`config.mk`:
```
export PLATFORM = sky130hd
export DESIGN_NAME = store_monitor
export DESIGN_NICKNAME = d
export VERILOG_FILES = /design/src/rtl/store_monitor.sv
export SDC_FILE = /design/constraint.sdc
export NUM_CORES = 1
export LEC_CHECK = 0
export CORE_UTILIZATION = 40
export DETAILED_ROUTE_END_ITERATION = 16
export SYNTH_ARGS = -nofsm -noshare
export SYNTH_HDL_FRONTEND = slang
export SYNTH_SLANG_ARGS = --single-unit
```
`constraint.sdc`:
```
create_clock -name clk -period 8.3 [get_ports clk]
set_input_delay 1.66 -clock clk [delete_from_list [all_inputs] [get_ports clk]]
set_output_delay 1.66 -clock clk [all_outputs]
set_load 0.05 [all_outputs]
```
`src/rtl/store_monitor.sv`:
```
// Watches the core's data-memory store port, latches a sticky pass/fail verdict
// and queues every store in a first-word-fall-through FIFO for a trace consumer.
module store_monitor #(
  parameter logic [31:0] PASS_ADDR  = 32'd84,
  parameter logic [31:0] PASS_DATA  = 32'd7,
  parameter logic [31:0] ALLOW_ADDR = 32'd80,
  parameter int unsigned DEPTH      = 8,
  parameter int unsigned CNT_W      = 16
) (
  input  logic             clk,
  input  logic             reset,
  input  logic             memwrite,
  input  logic [31:0]      dataaddr,
  input  logic [31:0]      writedata,
  output logic             out_valid,
  input  logic             out_ready,
  output logic [31:0]      out_addr,
  output logic [31:0]      out_data,
  output logic             pass,
  output logic             fail,
  output logic             done,
  output logic             overflow,
  output logic [CNT_W-1:0] store_count,
  output logic [CNT_W-1:0] drop_count
);

  localparam int unsigned PTR_W = $clog2(DEPTH);
  localparam logic [PTR_W:0] PTR_ONE = (PTR_W+1)'(1);
  localparam logic [CNT_W-1:0] CNT_ONE = CNT_W'(1);
  localparam logic [CNT_W-1:0] CNT_MAX = {CNT_W{1'b1}};

  typedef enum logic [1:0] {
    ST_RUN  = 2'd0,
    ST_PASS = 2'd1,
    ST_FAIL = 2'd2
  } state_e;

  state_e             state_q, state_d;
  logic [PTR_W:0]     wr_ptr_q, wr_ptr_d;
  logic [PTR_W:0]     rd_ptr_q, rd_ptr_d;
  logic [31:0]        addr_mem_q [DEPTH];
  logic [31:0]        data_mem_q [DEPTH];
  logic               pass_q, pass_d;
  logic               fail_q, fail_d;
  logic               done_q, done_d;
  logic               ovf_q, ovf_d;
  logic [CNT_W-1:0]   store_cnt_q, store_cnt_d;
  logic [CNT_W-1:0]   drop_cnt_q, drop_cnt_d;
  logic               empty_s, full_s, pop_s, push_s, drop_s;

  // Pointers carry one wrap bit so full and empty are distinguishable.
  assign empty_s = (wr_ptr_q == rd_ptr_q);
  assign full_s  = (wr_ptr_q[PTR_W] != rd_ptr_q[PTR_W]) &&
                   (wr_ptr_q[PTR_W-1:0] == rd_ptr_q[PTR_W-1:0]);
  assign pop_s   = !empty_s && out_ready;
  assign push_s  = memwrite && (!full_s || pop_s);
  assign drop_s  = memwrite && full_s && !pop_s;

  assign out_valid   = !empty_s;
  assign out_addr    = addr_mem_q[rd_ptr_q[PTR_W-1:0]];
  assign out_data    = data_mem_q[rd_ptr_q[PTR_W-1:0]];
  assign pass        = pass_q;
  assign fail        = fail_q;
  assign done        = done_q;
  assign overflow    = ovf_q;
  assign store_count = store_cnt_q;
  assign drop_count  = drop_cnt_q;

  always_comb begin
    state_d = state_q;
    case (state_q)
      ST_RUN: begin
        if (memwrite) begin
          if ((dataaddr == PASS_ADDR) && (writedata == PASS_DATA)) begin
            state_d = ST_PASS;
          end else if (dataaddr != ALLOW_ADDR) begin
            state_d = ST_FAIL;
          end else begin
            state_d = ST_RUN;
          end
        end else begin
          state_d = ST_RUN;
        end
      end
      ST_PASS: state_d = ST_PASS;
      ST_FAIL: state_d = ST_FAIL;
      default: state_d = ST_FAIL;
    endcase
    pass_d = (state_d == ST_PASS);
    fail_d = (state_d == ST_FAIL);
    done_d = pass_d || fail_d;
  end

  always_comb begin
    wr_ptr_d    = wr_ptr_q;
    rd_ptr_d    = rd_ptr_q;
    store_cnt_d = store_cnt_q;
    drop_cnt_d  = drop_cnt_q;
    ovf_d       = ovf_q || drop_s;
    if (push_s) begin
      wr_ptr_d = wr_ptr_q + PTR_ONE;
    end else begin
      wr_ptr_d = wr_ptr_q;
    end
    if (pop_s) begin
      rd_ptr_d = rd_ptr_q + PTR_ONE;
    end else begin
      rd_ptr_d = rd_ptr_q;
    end
    if (memwrite && (store_cnt_q != CNT_MAX)) begin
      store_cnt_d = store_cnt_q + CNT_ONE;
    end else begin
      store_cnt_d = store_cnt_q;
    end
    if (drop_s && (drop_cnt_q != CNT_MAX)) begin
      drop_cnt_d = drop_cnt_q + CNT_ONE;
    end else begin
      drop_cnt_d = drop_cnt_q;
    end
  end

  // Control and status registers; reset overrides any same-edge store or pop.
  always_ff @(posedge clk) begin
    if (reset) begin
      state_q     <= ST_RUN;
      wr_ptr_q    <= '0;
      rd_ptr_q    <= '0;
      pass_q      <= 1'b0;
      fail_q      <= 1'b0;
      done_q      <= 1'b0;
      ovf_q       <= 1'b0;
      store_cnt_q <= '0;
      drop_cnt_q  <= '0;
    end else begin
      state_q     <= state_d;
      wr_ptr_q    <= wr_ptr_d;
      rd_ptr_q    <= rd_ptr_d;
      pass_q      <= pass_d;
      fail_q      <= fail_d;
      done_q      <= done_d;
      ovf_q       <= ovf_d;
      store_cnt_q <= store_cnt_d;
      drop_cnt_q  <= drop_cnt_d;
    end
  end

  // Storage needs no reset: entries are only visible between the pointers.
  always_ff @(posedge clk) begin
    if (push_s && !reset) begin
      addr_mem_q[wr_ptr_q[PTR_W-1:0]] <= dataaddr;
      data_mem_q[wr_ptr_q[PTR_W-1:0]] <= writedata;
    end
  end

endmodule
```
==> results of run 1 <==
## flip-flops by register name, indices dropped and copies added (netlist names), 2 cells and up, named ones only
signal / cells
state_q: 2
data_mem_q: 256
rd_ptr_q: 4
wr_ptr_q: 4
addr_mem_q: 256
drop_count: 16
store_count: 16
## worst min-delay path by stage
stage               startpoint         end  slack [ns]  depth (start not counted)
detailed placement    overflow    overflow        0.45                          2
global route          overflow    overflow        0.49                          2
floorplan           state_q[0]  state_q[0]        0.49                          2
global placement      overflow    overflow        0.44                          2
finish                overflow    overflow        0.46                          2
CTS                   overflow    overflow        0.46                          2
## final cells by class
class / instances / share of cell area (%)
multi-input combinational: 431 / 19.98
tap: 696 / 3.321
clock inverter: 36 / 1.317
sequential: 561 / 62.42
inverter: 9 / 0.1288
timing repair buffer: 190 / 7.072
clock buffer: 68 / 5.760
## report_power, final
part / switching [mW] / leakage (nW) / internal, mW / total [mW]
logic: 0.600 / 2.13 / 0.473 / 1.07
clock network: 1.05 / 0.897 / 1.48 / 2.53
registers: 0.0510 / 5.02 / 3.13 / 3.18
## per-layer routing
metal  vias up  wire length [um]
li1       4740                 -
met1      5613             20550
met2       237             22750
met3        58              2080
met4         2               775
met5         -                13
## cell usage in the layout, fill, tap and decap left out, types with 3 or more instances in the layout
master	instances
sky130_fd_sc_hd__clkbuf_16	59
sky130_fd_sc_hd__mux4_2	128
sky130_fd_sc_hd__xnor2_1	16
sky130_fd_sc_hd__mux2i_1	4
sky130_fd_sc_hd__o21ai_0	3
sky130_fd_sc_hd__nor2b_1	7
sky130_fd_sc_hd__nor2_1	43
sky130_fd_sc_hd__nor4_1	15
sky130_fd_sc_hd__edfxtp_1	512
sky130_fd_sc_hd__mux2_1	3
sky130_fd_sc_hd__nand2_1	13
sky130_fd_sc_hd__buf_4	21
sky130_fd_sc_hd__clkinv_1	13
sky130_fd_sc_hd__clkinv_2	10
sky130_fd_sc_hd__nor4b_1	3
sky130_fd_sc_hd__nand3_1	15
sky130_fd_sc_hd__bufinv_16	6
sky130_fd_sc_hd__mux2_2	65
sky130_fd_sc_hd__and3_1	3
sky130_fd_sc_hd__xor2_1	8
sky130_fd_sc_hd__a211oi_1	8
sky130_fd_sc_hd__a21oi_1	12
sky130_fd_sc_hd__clkinvlp_4	5
sky130_fd_sc_hd__nand4_1	18
sky130_fd_sc_hd__or3_1	7
sky130_fd_sc_hd__clkdlybuf4s50_1	167
sky130_fd_sc_hd__or2_2	4
sky130_fd_sc_hd__nor3_1	10
sky130_fd_sc_hd__dfxtp_4	3
sky130_fd_sc_hd__nor3b_2	4
sky130_fd_sc_hd__clkbuf_1	9
sky130_fd_sc_hd__inv_1	9
sky130_fd_sc_hd__and2_1	3
sky130_fd_sc_hd__dfxtp_1	46
sky130_fd_sc_hd__ha_1	6
## worst min-delay path: cells and delay by family (launching register included)
kind	cells	cell delay, ns
compound gates	1	0.05
flops	1	0.31
buf+inv	1	0.05
## cell families after synthesis
group / after synthesis / synth area share [%]
multiplexers: 200 / 16.92
AO/OA/AOI/OAI: 33 / 1.039
buffers and inverters: 57 / 1.176
XOR/XNOR: 26 / 1.113
AND/OR/NAND/NOR: 166 / 4.401
adder cells (fa/ha/maj): 6 / 0.3443
flip-flops: 561 / 75.01
## stage by stage
stage	setup WS [ns]	area [sq um]	hold WS, ns	util (%)	instances
after CTS	2.807	26220	0.4634	48.72	1991
after global placement	3.441	24360	0.4438	45.27	1887
after detailed placement	3.422	24360	0.4542	45.27	1887
final	2.964	26220	0.4593	48.72	1991
after floorplan	0.7400	21800	0.4888	-	1049
after global routing	2.713	26220	0.4899	48.72	1991
==> impl_metrics.py, run 1 <==
metrics = {
    "floorplan": {
        "design.die.area_sq_um": 55450,
        "core_area_sq_um": 53810,
        "chipWidth_um": 235.5,
        "chipHeight_um": 235.5,
        "io-pin-count": 169,
        "initial_utilization_pct": 40.52,
        "standard_cell_rows": 85,
    },
    "worst_setup_path": {
        "critical_path_peak_fanout": 36,
        "crit_chain": "buf_4 -> mux4_2 -> mux2_2 -> clkdlybuf4s50_1",
        "ff2ff_setup_slack_ns": 4.95,
        "worst_setup_path_endpoint": "out_data[13]",
        "worst-path-stages": 4,
        "cp_num_buf_inv": 2,
        "crit_arrival_ns": 3.68,
        "cp_slowest_cell": "sky130_fd_sc_hd__dfxtp_4",
        "crit_required_ns": 6.64,
        "critPathTopFamily": "buffers and inverters",
        "crit_path_end_kind": "output pin",
        "critical_r2r_launch": "wr_ptr_q[0]",
        "regToRegEndpoint": "data_mem_q[5][9]",
        "path_class": "register to output pin",
        "critPathMaxStageDelay_ns": 0.75,
        "reg2reg_depth": 7,
        "start_kind": "register",
    },
    "route": {
        "num_vias": 10650,
        "postRouteWirelength_um": 46160,
        "post-route-drc-count": 0,
        "via_per_instance_ratio": 5.349,
        "drt_first_iter_violations": 748,
        "postRouteAntennaNets": 0,
        "routed_wire_length_per_instance_um": 23.19,
        "drt_first_pass_iters": 4,
    },
    "synthesis": {
        "synthesized_nets": 1123,
        "synth_cells": 1049,
        "synth_warnings": 0,
        "synth-seq-area-share_pct": 75.01,
        "distinct_cell_type_count_after_synthesis": 53,
        "synthTopCellsByArea": "sky130_fd_sc_hd__edfxtp_1, sky130_fd_sc_hd__mux4_2, sky130_fd_sc_hd__dfxtp_1, sky130_fd_sc_hd__mux2_2, sky130_fd_sc_hd__nor2_1",
        "cell_with_the_most_instances_after_synthesis": "sky130_fd_sc_hd__edfxtp_1",
        "mean_instance_size_in_the_synthesized_netlist_sq_um": 20.79,
        "netlist_area_sq_um": 21800,
        "share_of_synthesized_flip_flops_with_an_asynchronous_set_or_reset_pct": 0,
        "post-synth-top-area-cell": "sky130_fd_sc_hd__edfxtp_1",
        "synth_top_cells_by_count": "sky130_fd_sc_hd__edfxtp_1, sky130_fd_sc_hd__mux4_2, sky130_fd_sc_hd__mux2_2, sky130_fd_sc_hd__dfxtp_1, sky130_fd_sc_hd__nor2_1",
        "synth_enable_flop_cells": 512,
        "synth-main-ff-cell": "sky130_fd_sc_hd__edfxtp_1",
        "synthDominantCellAreaShare_pct": 70.51,
        "ys_seq_elements": 561,
    },
    "sta": {
        "slew_viol_final": 0,
        "setup_violating_endpoint_count_in_the_final_report": 0,
        "slew-limit-headroom_pct": 41.99,
        "min_period_ns": 5.336,
        "timing.final.hold_violations": 0,
        "fmax_mhz": 187.4,
        "timing.setup.tns_ns": 0,
        "rsz0062_at_grt": "false",
        "clock_skew_after_layout_ns": 0.01802,
        "max_slew.worst_pin.slew_ns": 0.8622,
        "finalCritPeriodShare_pct": 64.28,
    },
    "global_route": {
        "top_usage_layer": "met2",
        "grt_start_max_net_pins": 67,
        "grt.met3_usage_pct": 2.932,
        "globalRouteTotalUtil_pct": 16.83,
        "number_of_global_route_vias_before_repair": 11050,
        "met2_usage_pct": 27.54,
        "global_route.overflow_total": 0,
        "antenna_found_initial": 1,
        "gr-usage-met1_pct": 23.38,
        "first_pass_grt_wire_length_um": 69570,
    },
    "clocking": {
        "cts_max_level": 2,
        "tritoncts.num_buffers": 58,
        "clock_latency_ns": 0.62,
        "cts.reportedPaths.clkPinSlew_ns": 0.06,
        "clock_sink_count": 561,
        "postCtsHoldBufs": 0,
        "clock_tree.buffer_depth": 3,
        "clock_tree_from_tritoncts": "done",
        "clock-root-buffer": "sky130_fd_sc_hd__clkbuf_16",
        "cts.repair_timing.setup_buffer_count": 0,
        "post_cts_resize_count": 0,
    },
    "finish": {
        "nNetsFinal": 1325,
        "drive_gt1_share_pct": 25.17,
        "final.fill_count": 4446,
        "antenna-diode-count": 0,
        "seqCellArea_sq_um": 16370,
        "area_delta_synth_final_pct": 20.24,
        "area_occupied_by_multi_input_gates_sq_um": 5238,
    },
    "pwr": {
        "power.leakage_nw": 8.050,
        "power.density_cell_area_nw_per_um2": 258.6,
        "p_total_mw": 6.781,
        "ir_drop_worst_vdd_mv": 0.1610,
    },
    "placed_design": {
        "placement.io_buffers": 168,
        "gpl.final_weighted_congestion": 0.7788,
        "post-dp-hpwl_um": 25640,
    },
    "worst_hold_path": {
        "hold_class": "register to register",
    },
    "outcome": {
        "status": "finished, final reports clean",
    },
    "flow_run": {
        "timing.max_cap.violations": 0,
    },
}
Note: power is estimated with default switching activity, not from simulation.
==> run 2: changes to the inputs <==
- clock period: 8.3 -> 5.6 ns (I/O delays scaled with it)
==> impl_metrics.py, run 2 (synthesized netlist as in run 1, its figures left out) <==
metrics = {
    "outcome": {
        "status": "finished, final reports clean",
    },
    "worst_setup_path": {
        "path_class": "register to output pin",
        "critical_path_peak_fanout": 40,
        "critical_r2r_launch": "wr_ptr_q[0]",
        "crit_path_end_kind": "output pin",
        "crit_required_ns": 4.48,
        "start_kind": "register",
        "crit_arrival_ns": 3.50,
    },
    "route": {
        "met3_length_um": 1851,
        "via_per_instance_ratio": 5.352,
        "postRouteAntennaNets": 0,
        "highest-signal-layer": "met4",
        "routed_metal_1_wire_length_um": 20800,
        "routed_wire_length_per_instance_um": 23.44,
        "drt_first_pass_iters": 4,
        "postRouteWirelength_um": 46720,
        "wl_met2_um": 23050,
        "drt_first_iter_violations": 836,
        "post-route-drc-count": 0,
        "num_vias": 10670,
    },
    "finish": {
        "final_core_utilization_pct": 48.94,
        "drive_gt1_share_pct": 24.92,
        "seqCellArea_sq_um": 16370,
        "layout_common_cells": "sky130_fd_sc_hd__edfxtp_1, sky130_fd_sc_hd__clkdlybuf4s50_1, sky130_fd_sc_hd__mux4_2",
        "nNetsFinal": 1329,
        "area_delta_synth_final_pct": 20.77,
        "area_occupied_by_multi_input_gates_sq_um": 5275,
        "final.fill_count": 4337,
        "final_common_cell": "sky130_fd_sc_hd__edfxtp_1",
    },
    "sta": {
        "max_slew.worst_pin.slew_ns": 1.002,
        "min_period_ns": 4.619,
        "slew-limit-headroom_pct": 33.18,
        "setup_violating_endpoint_count_in_the_final_report": 0,
        "fmax_mhz": 216.5,
        "rsz0062_at_grt": "false",
        "slew_viol_final": 0,
        "clock_skew_after_layout_ns": 0.01787,
        "finalCritPeriodShare_pct": 82.47,
        "timing.setup.tns_ns": 0,
        "timing.final.hold_violations": 0,
    },
    "floorplan": {
        "chipHeight_um": 235.5,
        "chipWidth_um": 235.5,
        "standard_cell_rows": 85,
        "core_area_sq_um": 53810,
        "design.die.area_sq_um": 55450,
        "initial_utilization_pct": 40.52,
        "io-pin-count": 169,
    },
    "global_route": {
        "number_of_global_route_vias_before_repair": 11330,
        "grt_start_max_net_pins": 70,
        "global_route.overflow_total": 0,
        "globalRouteTotalUtil_pct": 17.15,
        "antenna_found_initial": 1,
        "first_pass_grt_wire_length_um": 71280,
    },
    "pwr": {
        "power.leakage_nw": 8.082,
        "power.share.switching_pct": 24.81,
        "pwr-share-seq_pct": 46.7,
        "power.internal_mw": 7.615,
        "ir_drop_worst_vdd_mv": 0.2312,
        "p_total_mw": 10.13,
        "combinational_share_of_power_pct": 15.9,
        "switching_power_mw": 2.513,
        "clkPwrFrac_pct": 37.4,
        "power.density_cell_area_nw_per_um2": 384.6,
    },
    "clocking": {
        "clock_tree.buffer_depth": 3,
        "clock_sink_count": 561,
        "clock-root-buffer": "sky130_fd_sc_hd__clkbuf_16",
        "post_cts_resize_count": 0,
        "postCtsHoldBufs": 0,
        "cts.repair_timing.setup_buffer_count": 0,
        "cts_max_level": 2,
        "clock_tree_from_tritoncts": "done",
        "clock_latency_ns": 0.60,
        "tritoncts.num_buffers": 58,
        "cts.reportedPaths.clkPinSlew_ns": 0.06,
    },
    "placed_design": {
        "gpl.final_weighted_congestion": 0.7705,
        "placement.io_buffers": 168,
        "post-dp-hpwl_um": 26360,
    },
    "flow_run": {
        "timing.max_cap.violations": 0,
    },
    "worst_hold_path": {
        "hold_class": "register to register",
        "hp-start": "overflow",
    },
}
-- run 2: critical path: stages (launching register included) --
cell	delay, ns
sky130_fd_sc_hd__dfxtp_4	0.96
sky130_fd_sc_hd__buf_4	0.40
sky130_fd_sc_hd__mux4_2	0.52
sky130_fd_sc_hd__mux2_2	0.29
sky130_fd_sc_hd__clkdlybuf4s50_1	0.70
-- run 2: area by class of cell --
class                           instances  area share, %
Inverter                                9         0.1283
Multi-Input combinational cell        431          20.03
Clock inverter                         31          1.345
Sequential cell                       561          62.15
Antenna cell                            1       0.009503
Tap cell                              696          3.307
Clock buffer                           70          5.683
Timing Repair Buffer                  194          7.345
-- run 2: power groups by stage --
stage | sequential (mW) | clock [mW] | combinational, mW
finish | 4.73 | 3.79 | 1.61
global route | 4.75 | 4.04 | 1.71
CTS | 4.74 | 3.87 | 1.64
detailed placement | 4.83 | 0 | 1.64
global placement | 4.82 | 0 | 1.63
floorplan | 4.75 | 0 | 1.17
-- run 2: per-stage QoR --
step                area (sq um)  hold slack (ns)  cells  setup WS (ns)
global placement           24480           0.4705   1891          1.504
floorplan                  21830           0.4888   1049         0.6664
global route               26330           0.5037   1992         0.7435
detailed placement         24480           0.4731   1891          1.473
CTS                        26330           0.4823   1992         0.8439
finish                     26330           0.4743   1993         0.9814
-- run 2: worst paths after layout --
path / to / slack (ns) / cells past startpoint
setup / recovery: out_data[13] / 0.98 / 4
hold / removal: overflow / 0.47 / 2
setup reg to reg: addr_mem_q[4][27] / 2.26 / 6
hold reg to reg: overflow / 0.47 / 2
-- run 2: layer usage --
layer | vias up | GRT usage (%)
met5 | - | 0
met3 | 67 | 2.978
met4 | 0 | 4.971
li1 | 4762 | -
met2 | 221 | 28.00
met1 | 5616 | 23.68
==> run 3: changes to the inputs <==
- clock period: 5.6 -> 4.8 ns (I/O delays scaled with it)
==> impl_metrics.py, run 3 (synthesized netlist as in run 1, its figures left out) <==
metrics = {
    "floorplan": {
        "standard_cell_rows": 85,
        "chipHeight_um": 235.5,
        "design.die.area_sq_um": 55450,
        "initial_utilization_pct": 40.52,
        "chipWidth_um": 235.5,
        "core_area_sq_um": 53810,
        "io-pin-count": 169,
    },
    "clocking": {
        "tritoncts.num_buffers": 59,
        "clock-root-buffer": "sky130_fd_sc_hd__clkbuf_16",
        "clock_tree.buffer_depth": 3,
        "clock_tree_from_tritoncts": "done",
        "cts.reportedPaths.clkPinSlew_ns": 0.06,
        "post_cts_resize_count": 0,
        "cts.repair_timing.setup_buffer_count": 0,
        "clock_latency_ns": 0.61,
        "postCtsHoldBufs": 0,
        "clock_sink_count": 561,
        "cts_max_level": 2,
    },
    "finish": {
        "drive_gt1_share_pct": 25.50,
        "nNetsFinal": 1334,
        "final.fill_count": 4409,
        "area_delta_synth_final_pct": 21.16,
        "final_instance_count_excl_fillers": 2003,
        "layout_common_cells": "sky130_fd_sc_hd__edfxtp_1, sky130_fd_sc_hd__clkdlybuf4s50_1, sky130_fd_sc_hd__mux4_2",
        "final_common_cell": "sky130_fd_sc_hd__edfxtp_1",
    },
    "worst_setup_path": {
        "critical_r2r_launch": "wr_ptr_q[0]",
        "crit_path_end_kind": "output pin",
        "crit_arrival_ns": 3.25,
        "crit_required_ns": 3.84,
        "crit_chain": "buf_4 -> mux4_2 -> mux2_2 -> clkdlybuf4s50_1",
        "critical_path_peak_fanout": 23,
        "critPathMaxStageDelay_ns": 0.72,
        "start_kind": "register",
        "cp_slowest_cell": "sky130_fd_sc_hd__clkdlybuf4s50_1",
        "path_class": "register to output pin",
    },
    "route": {
        "post-route-drc-count": 0,
        "via_per_instance_ratio": 5.300,
        "postRouteWirelength_um": 46470,
        "num_vias": 10620,
        "drt_first_pass_iters": 4,
        "drt_first_iter_violations": 712,
        "routed_wire_length_per_instance_um": 23.20,
        "postRouteAntennaNets": 0,
    },
    "pwr": {
        "power.density_cell_area_nw_per_um2": 444.6,
        "power.leakage_nw": 8.134,
        "ir_drop_worst_vdd_mv": 0.2729,
    },
    "sta": {
        "setup_violating_endpoint_count_in_the_final_report": 0,
        "min_period_ns": 4.212,
        "rsz0062_at_grt": "false",
        "fmax_mhz": 237.4,
        "slew_viol_final": 0,
        "max_slew.worst_pin.slew_ns": 0.8072,
        "slew-limit-headroom_pct": 45.69,
        "finalCritPeriodShare_pct": 87.76,
        "clock_skew_after_layout_ns": 0.007839,
        "timing.final.hold_violations": 0,
        "timing.setup.tns_ns": 0,
    },
    "global_route": {
        "global_route.overflow_total": 0,
        "antenna_found_initial": 3,
        "globalRouteTotalUtil_pct": 17.09,
        "grt_start_max_net_pins": 66,
        "number_of_global_route_vias_before_repair": 11300,
        "first_pass_grt_wire_length_um": 70860,
    },
    "placed_design": {
        "post-dp-hpwl_um": 26270,
        "gpl.final_weighted_congestion": 0.7918,
        "placed_cells_incl_taps": 1895,
        "placement.io_buffers": 168,
    },
    "worst_hold_path": {
        "hold_class": "register to register",
        "hp-start": "overflow",
    },
    "outcome": {
        "status": "finished, final reports clean",
    },
    "flow_run": {
        "timing.max_cap.violations": 0,
    },
}
## run 3: cell count changes in the layout (fill, tap and decap cells not counted), moves of 2 or more
cell | before | now
sky130_fd_sc_hd__clkbuf_16 | 58 | 60
sky130_fd_sc_hd__clkinv_4 | 0 | 2
sky130_fd_sc_hd__clkbuf_1 | 12 | 10
sky130_fd_sc_hd__clkinv_1 | 14 | 16
sky130_fd_sc_hd__bufinv_16 | 8 | 5
sky130_fd_sc_hd__clkinv_2 | 5 | 11
sky130_fd_sc_hd__buf_12 | 5 | 9
## run 3: final timing paths
check                          end  slack (ns)  cells past startpoint
setup / recovery      out_data[31]        0.59                      4
hold reg to reg           overflow        0.45                      2
setup reg to reg  addr_mem_q[6][2]        1.65                      6
hold / removal            overflow        0.45                      2
## run 3: worst max-delay path, delay by kind of cell, from the launching register on
family	cells	cell delay, ns
buffers and inverters	2	1.10
multiplexers	2	0.82
flip-flops	1	0.70
## run 3: final cells by class
type	instances	area [sq um]	share of cell area (%)
Clock inverter	37	315.3	1.194
Clock buffer	70	1539	5.826
Multi-Input combinational cell	431	5275	19.97
Tap cell	696	870.8	3.296
Antenna cell	1	2.502	0.009472
Timing Repair Buffer	198	2014	7.625
Sequential cell	561	16370	61.95
Inverter	9	33.78	0.1279
## run 3: layer usage
layer	vias up	global-route usage (%)	share of wire, %
li1	4770	-	-
met1	5576	22.88	44
met2	197	28.43	49
met3	68	3.940	4.7
met4	4	3.882	1.8
met5	-	0	0.065
## run 3: metrics by stage
step / hold slack, ns / setup WS (ns) / util (%) / area [sq um] / total power, mW
2_1_floorplan: 0.4888 / 0.02637 / - / 21830 / 6.906
3_3_place_gp: 0.4386 / 1.091 / 45.64 / 24560 / 7.533
3_5_place_dp: 0.4450 / 1.007 / 45.64 / 24560 / 7.544
4_1_cts: 0.4546 / 0.4579 / 49.09 / 26420 / 11.92
5_1_grt: 0.4713 / 0.4115 / 49.09 / 26420 / 12.18
6_report: 0.4461 / 0.5877 / 49.09 / 26420 / 11.75
## run 3: power by group
part	leakage (nW)	switching, mW	internal [mW]
combinational	2.20	1.06	0.856
clock	0.910	1.80	2.54
sequential	5.02	0.0758	5.41
total	8.13	2.94	8.80
==> variant 1 (config.mk and constraints of run 3) <==
Change the parameter `CNT_W` from 16 to 32.
--- a/src/rtl/store_monitor.sv
+++ b/src/rtl/store_monitor.sv
@@ -7,3 +7,3 @@
   parameter int unsigned DEPTH      = 8,
-  parameter int unsigned CNT_W      = 16
+  parameter int unsigned CNT_W      = 32
 ) (
Ports: changed (resized drop_count and store_count); port bits go from 169 to 201. No check against the original RTL was run, so the function may have changed too.
==> variant 1 against run 3 <==
- power grew 2.9%
- setup slack gained 0.10 ns
- final area grew 7.1%
- sequential cell count grew 32
- first-iteration DRC count shrank 8.8%
- synthesized cell count grew 19%
- wire length grew 11%
- combinational power is essentially flat
- critical path depth is the same
- worst hold slack gained 0.025 ns
- synthesized area grew 7.0%
- sequential share of layout area shrank 1.8 points
- largest cell class unchanged
- critical endpoint is now out_addr[0]
==> variant 1: results (changes against run 3) <==
| Metric | Value |
|---|---|
| Clock Skew | `0.006333 ns (-0.001506 ns)` |
| Mapped Nets | `1321 (+18%)` |
| Placed Instance Area | `0.02641 mm² (+7.5%)` |
| Number of global-route vias before repair | `13060 (+16%)` |
| Slew @ Worst Pin | `1.247 ns (+0.4394 ns)` |
| Worst R2R Setup Slack | `1.70 ns (+0.05 ns)` |
| Layout cells sized above 1 | `22.09% (-3.4 points)` |
| Max incr delay on CP | `0.78 ns (+0.06 ns)` |
| Largest net degree at the start of global routing | `82 (+24%)` |
| Nets | `1554 (+16%)` |
| Final Routed Wirelength | `51400 µm (+11%)` |
| First-pass GRT wire length | `78810 µm (+11%)` |
| Netlist cell types | `50 (-5.7%)` |
| GPL Wtd Cong | `0.7570 (-4.4%)` |
| Post-layout util | `49.04% (-0.056 points)` |
| Status | `complete, no violations` |
| All-Layer GR Usage | `17.56% (+0.47 points)` |
| DP HPWL | `29030 µm (+10%)` |
| Final setup violation count | `0 (unchanged)` |
| Filler Cells Inserted | `4784 (+8.5%)` |
| Wire length on met2 | `25250 µm (+10%)` |
| Iter 0 DRT Violations | `649 (-8.8%)` |
| First drt pass iteration count | `4 (unchanged)` |
| Met1 WL | `22360 µm (+9.2%)` |
| WP data arrival | `3.15 ns (-0.10 ns)` |
| Top post-synthesis cells by area | `edfxtp_1, mux4_2, dfxtp_1` |
| CTS Buf Count | `61 (+3.4%)` |
| Port buffer count | `200 (+19%)` |
| Antenna violations before repair | `4 (+1)` |
| Worst VDD drop | `0.0002746 V (+0.64%)` |
| ANT cells | `0 (-1)` |
| Sequential fraction of the synthesis area | `72.84% (-2.2 points)` |
| Max FO, Critical Path | `18 (-22%)` |
| P_leak | `0.008540 µW (+5.0%)` |
| Most frequent cells after synthesis | `edfxtp_1, mux4_2, dfxtp_1` |
| R2r endpoint | `data_mem_q[1][1]$_DFFE_PP_` |
| CP Capture Point | `out_addr[0]` |
| Vias per std cell | `5.424 (+2.3%)` |
| Met3 WL | `2931 µm (+33%)` |
variant 1: cell types whose count changed after synthesis, sizes merged, moves of 12 or more:
| cell | run 3 | this run |
|---|---|---|
| nand2 | 13 | 26 |
| or3 | 7 | 22 |
| nand3 | 16 | 28 |
| or4 | 0 | 25 |
| o31ai | 1 | 27 |
| o21ai | 4 | 23 |
| dfxtp | 49 | 81 |
| a21oi | 12 | 48 |
variant 1: worst min-delay path by stage:
stage / end / slack [ns] / startpoint / cells after the start
6_report: overflow$_SDFF_PP0_ / 0.47 / overflow$_SDFF_PP0_ / 1
5_1_grt: overflow$_SDFF_PP0_ / 0.50 / overflow$_SDFF_PP0_ / 1
4_1_cts: overflow$_SDFF_PP0_ / 0.48 / overflow$_SDFF_PP0_ / 1
3_5_place_dp: overflow$_SDFF_PP0_ / 0.46 / overflow$_SDFF_PP0_ / 1
3_3_place_gp: overflow$_SDFF_PP0_ / 0.45 / overflow$_SDFF_PP0_ / 1
2_1_floorplan: state_q[0]$_SDFF_PP0_ / 0.48 / state_q[1]$_SDFF_PP0_ / 1
variant 1: layer usage:
layer / vias up / global-route usage (%)
met4: 8 / 3.824
met5: - / 0
met2: 252 / 28.74
li1: 5604 / -
met1: 6515 / 23.76
met3: 69 / 4.329
variant 1: stage by stage:
step / cells / power [µW] / worst slack [ns]
3_3_place_gp: 2182 / 7777 / 0.6412
4_1_cts: 2295 / 12260 / 0.5916
6_report: 2295 / 12090 / 0.6914
2_1_floorplan: 1247 / 7168 / -0.09724
5_1_grt: 2295 / 12550 / 0.5327
3_5_place_dp: 2182 / 7791 / 0.6185
variant 1: cells by family (layout without fill, tap and decap cells):
family / Yosys count / in the layout / synth area share (%)
flops: 593 / 593 / 72.84
simple gates: 242 / 242 / 5.990
mux: 198 / 198 / 15.72
compound gates: 114 / 114 / 2.997
buf+inv: 70 / 353 / 1.228
xor+xnor: 24 / 24 / 0.9008
fa+ha+maj: 6 / 6 / 0.3217
variant 1: final cells by class:
cell class	count	area share, %
Tap cell	765	3.383
Clock buffer	77	5.683
Timing Repair Buffer	227	8.040
Clock inverter	36	0.9553
Multi-Input combinational cell	584	21.65
Sequential cell	593	60.12
Inverter	13	0.1725
variant 1: power by group:
| part | switching (µW) | internal (µW) |
|---|---|---|
| Clock | 1920 | 2520 |
| Combinational | 1080 | 834 |
| Sequential | 53.1 | 5670 |
| Total | 3060 | 9030 |
variant 1: worst reg2reg max path, stage by stage, from the launching register on:
cell and delay (ns):
dfxtp_1 0.62, xor2_1 0.38, or3_1 0.23, o21ai_0 0.19, or3_1 0.53, nor2_4 0.17, buf_4 0.55
==> variant 2 (flow settings as in run 3) <==
Without the edit above. Re-encode `state_e` (3 states) as one-hot, 3 bits wide.
--- a/src/rtl/store_monitor.sv
+++ b/src/rtl/store_monitor.sv
@@ -31,6 +31,6 @@
 
-  typedef enum logic [1:0] {
-    ST_RUN  = 2'd0,
-    ST_PASS = 2'd1,
-    ST_FAIL = 2'd2
+  typedef enum logic [2:0] {
+    ST_RUN  = 3'b001,
+    ST_PASS = 3'b010,
+    ST_FAIL = 3'b100
   } state_e;
Formal check against the unedited RTL: same outputs for any inputs over 4 cycles, from zero or initial values and one cycle with reset high; so few cycles prove little.
==> variant 2 against run 3 <==
- wire length increased by 0.25%
- setup slack better by 0.083 ns
- sequential cell count is 1 higher
- synthesized area shrank 0.90%
- sequential share of layout area rose by 0.53 points
- die area is 0.89% lower
- final area decreased by 0.73%
- power fell by 0.22%
- largest power group unchanged
==> variant 2: results (changes against run 3) <==
| Metric | Value |
|---|---|
| P_leak | `0.008005 µW (-1.6%)` |
| Final Routed Wirelength | `46580 µm (+0.25%)` |
| WP data arrival | `3.17 ns (-0.08 ns)` |
| Netlist cell types | `42 (-21%)` |
| Worst R2R Setup Slack | `1.77 ns (+0.12 ns)` |
| GPL Wtd Cong | `0.7496 (-5.3%)` |
| DP HPWL | `26210 µm (-0.22%)` |
| Most frequent cells after synthesis | `edfxtp_1, mux4_2, mux2_2` |
| Mapped Nets | `1112 (-0.98%)` |
| Clock Skew | `0.01145 ns (+0.003610 ns)` |
| First-pass GRT wire length | `69330 µm (-2.2%)` |
| Layout cells sized above 1 | `24.38% (-1.1 points)` |
| Vias | `10596 (-0.18%)` |
| Crit-path slowest cell | `dfxtp_4` |
| Clock power share | `36.9% (about the same)` |
| Post-synth top area share | `71.15% (+0.64 points)` |
| Placed Instance Area | `0.02438 mm² (-0.74%)` |
| Status | `complete, no violations` |
| All-Layer GR Usage | `17.29% (+0.20 points)` |
| CP Capture Point | `out_data[10]` |
| Max FO, Critical Path | `33 (+43%)` |
| Filler Cells Inserted | `4320 (-2.0%)` |
| CTS Buf Count | `58 (-1.7%)` |
| Nets | `1320 (-1.0%)` |
| Sw Pwr | `2976 µW (+1.2%)` |
==> variant 2: logic make-up (layout without fill, tap and decap cells) <==
| kind of cell | Yosys count | after routing | synth area share (%) |
|---|---|---|---|
| other | 0 | 3 | 0 |
| DFF | 562 | 562 | 75.78 |
| AOI/OAI and AO/OA | 39 | 39 | 1.019 |
| xor gates and xnor gates | 25 | 25 | 1.048 |
| buffers and inverters | 53 | 309 | 1.002 |
| and+or+nand+nor | 160 | 160 | 3.990 |
| adders and majority gates | 4 | 4 | 0.2316 |
| muxes | 197 | 197 | 16.93 |
==> variant 2: cell type report <==
| class | instances | area share, % |
|---|---|---|
| sequential | 562 | 62.49 |
| multi-input combinational | 425 | 19.38 |
| tap | 688 | 3.282 |
| clock inverter | 35 | 1.140 |
| clock buffer | 73 | 5.868 |
| timing repair buffer | 194 | 7.710 |
| antenna | 3 | 0.02863 |
| inverter | 7 | 0.1002 |
==> variant 2: layer usage <==
metal | track usage [%] | up-vias | share of wire [%]
met5 | 0 | - | 0.056
met3 | 3.113 | 70 | 5.1
li1 | - | 4746 | -
met4 | 5.988 | 4 | 2.4
met1 | 23.90 | 5520 | 44
met2 | 27.66 | 256 | 48
==> variant 2: through the flow <==
stage          power, µW  utilization [%]  hold WS (ns)  setup slack [ns]  cells
2_1_floorplan       6908                -        0.4942           -0.3663   1040
3_3_place_gp        7525            46.02        0.4396             1.144   1876
3_5_place_dp        7539            46.02        0.4493             1.135   1876
4_1_cts            11890            49.49        0.4595            0.5513   1984
5_1_grt            12140            49.50        0.4822            0.5367   1986
6_report           11720            49.51        0.4516            0.6704   1987
==> variant 2: critical path: cells and delay by family, from the launching register on <==
| family | cells | cell delay (ns) |
|---|---|---|
| buf+inv | 2 | 1.15 |
| mux | 2 | 0.67 |
| flops | 1 | 0.71 |
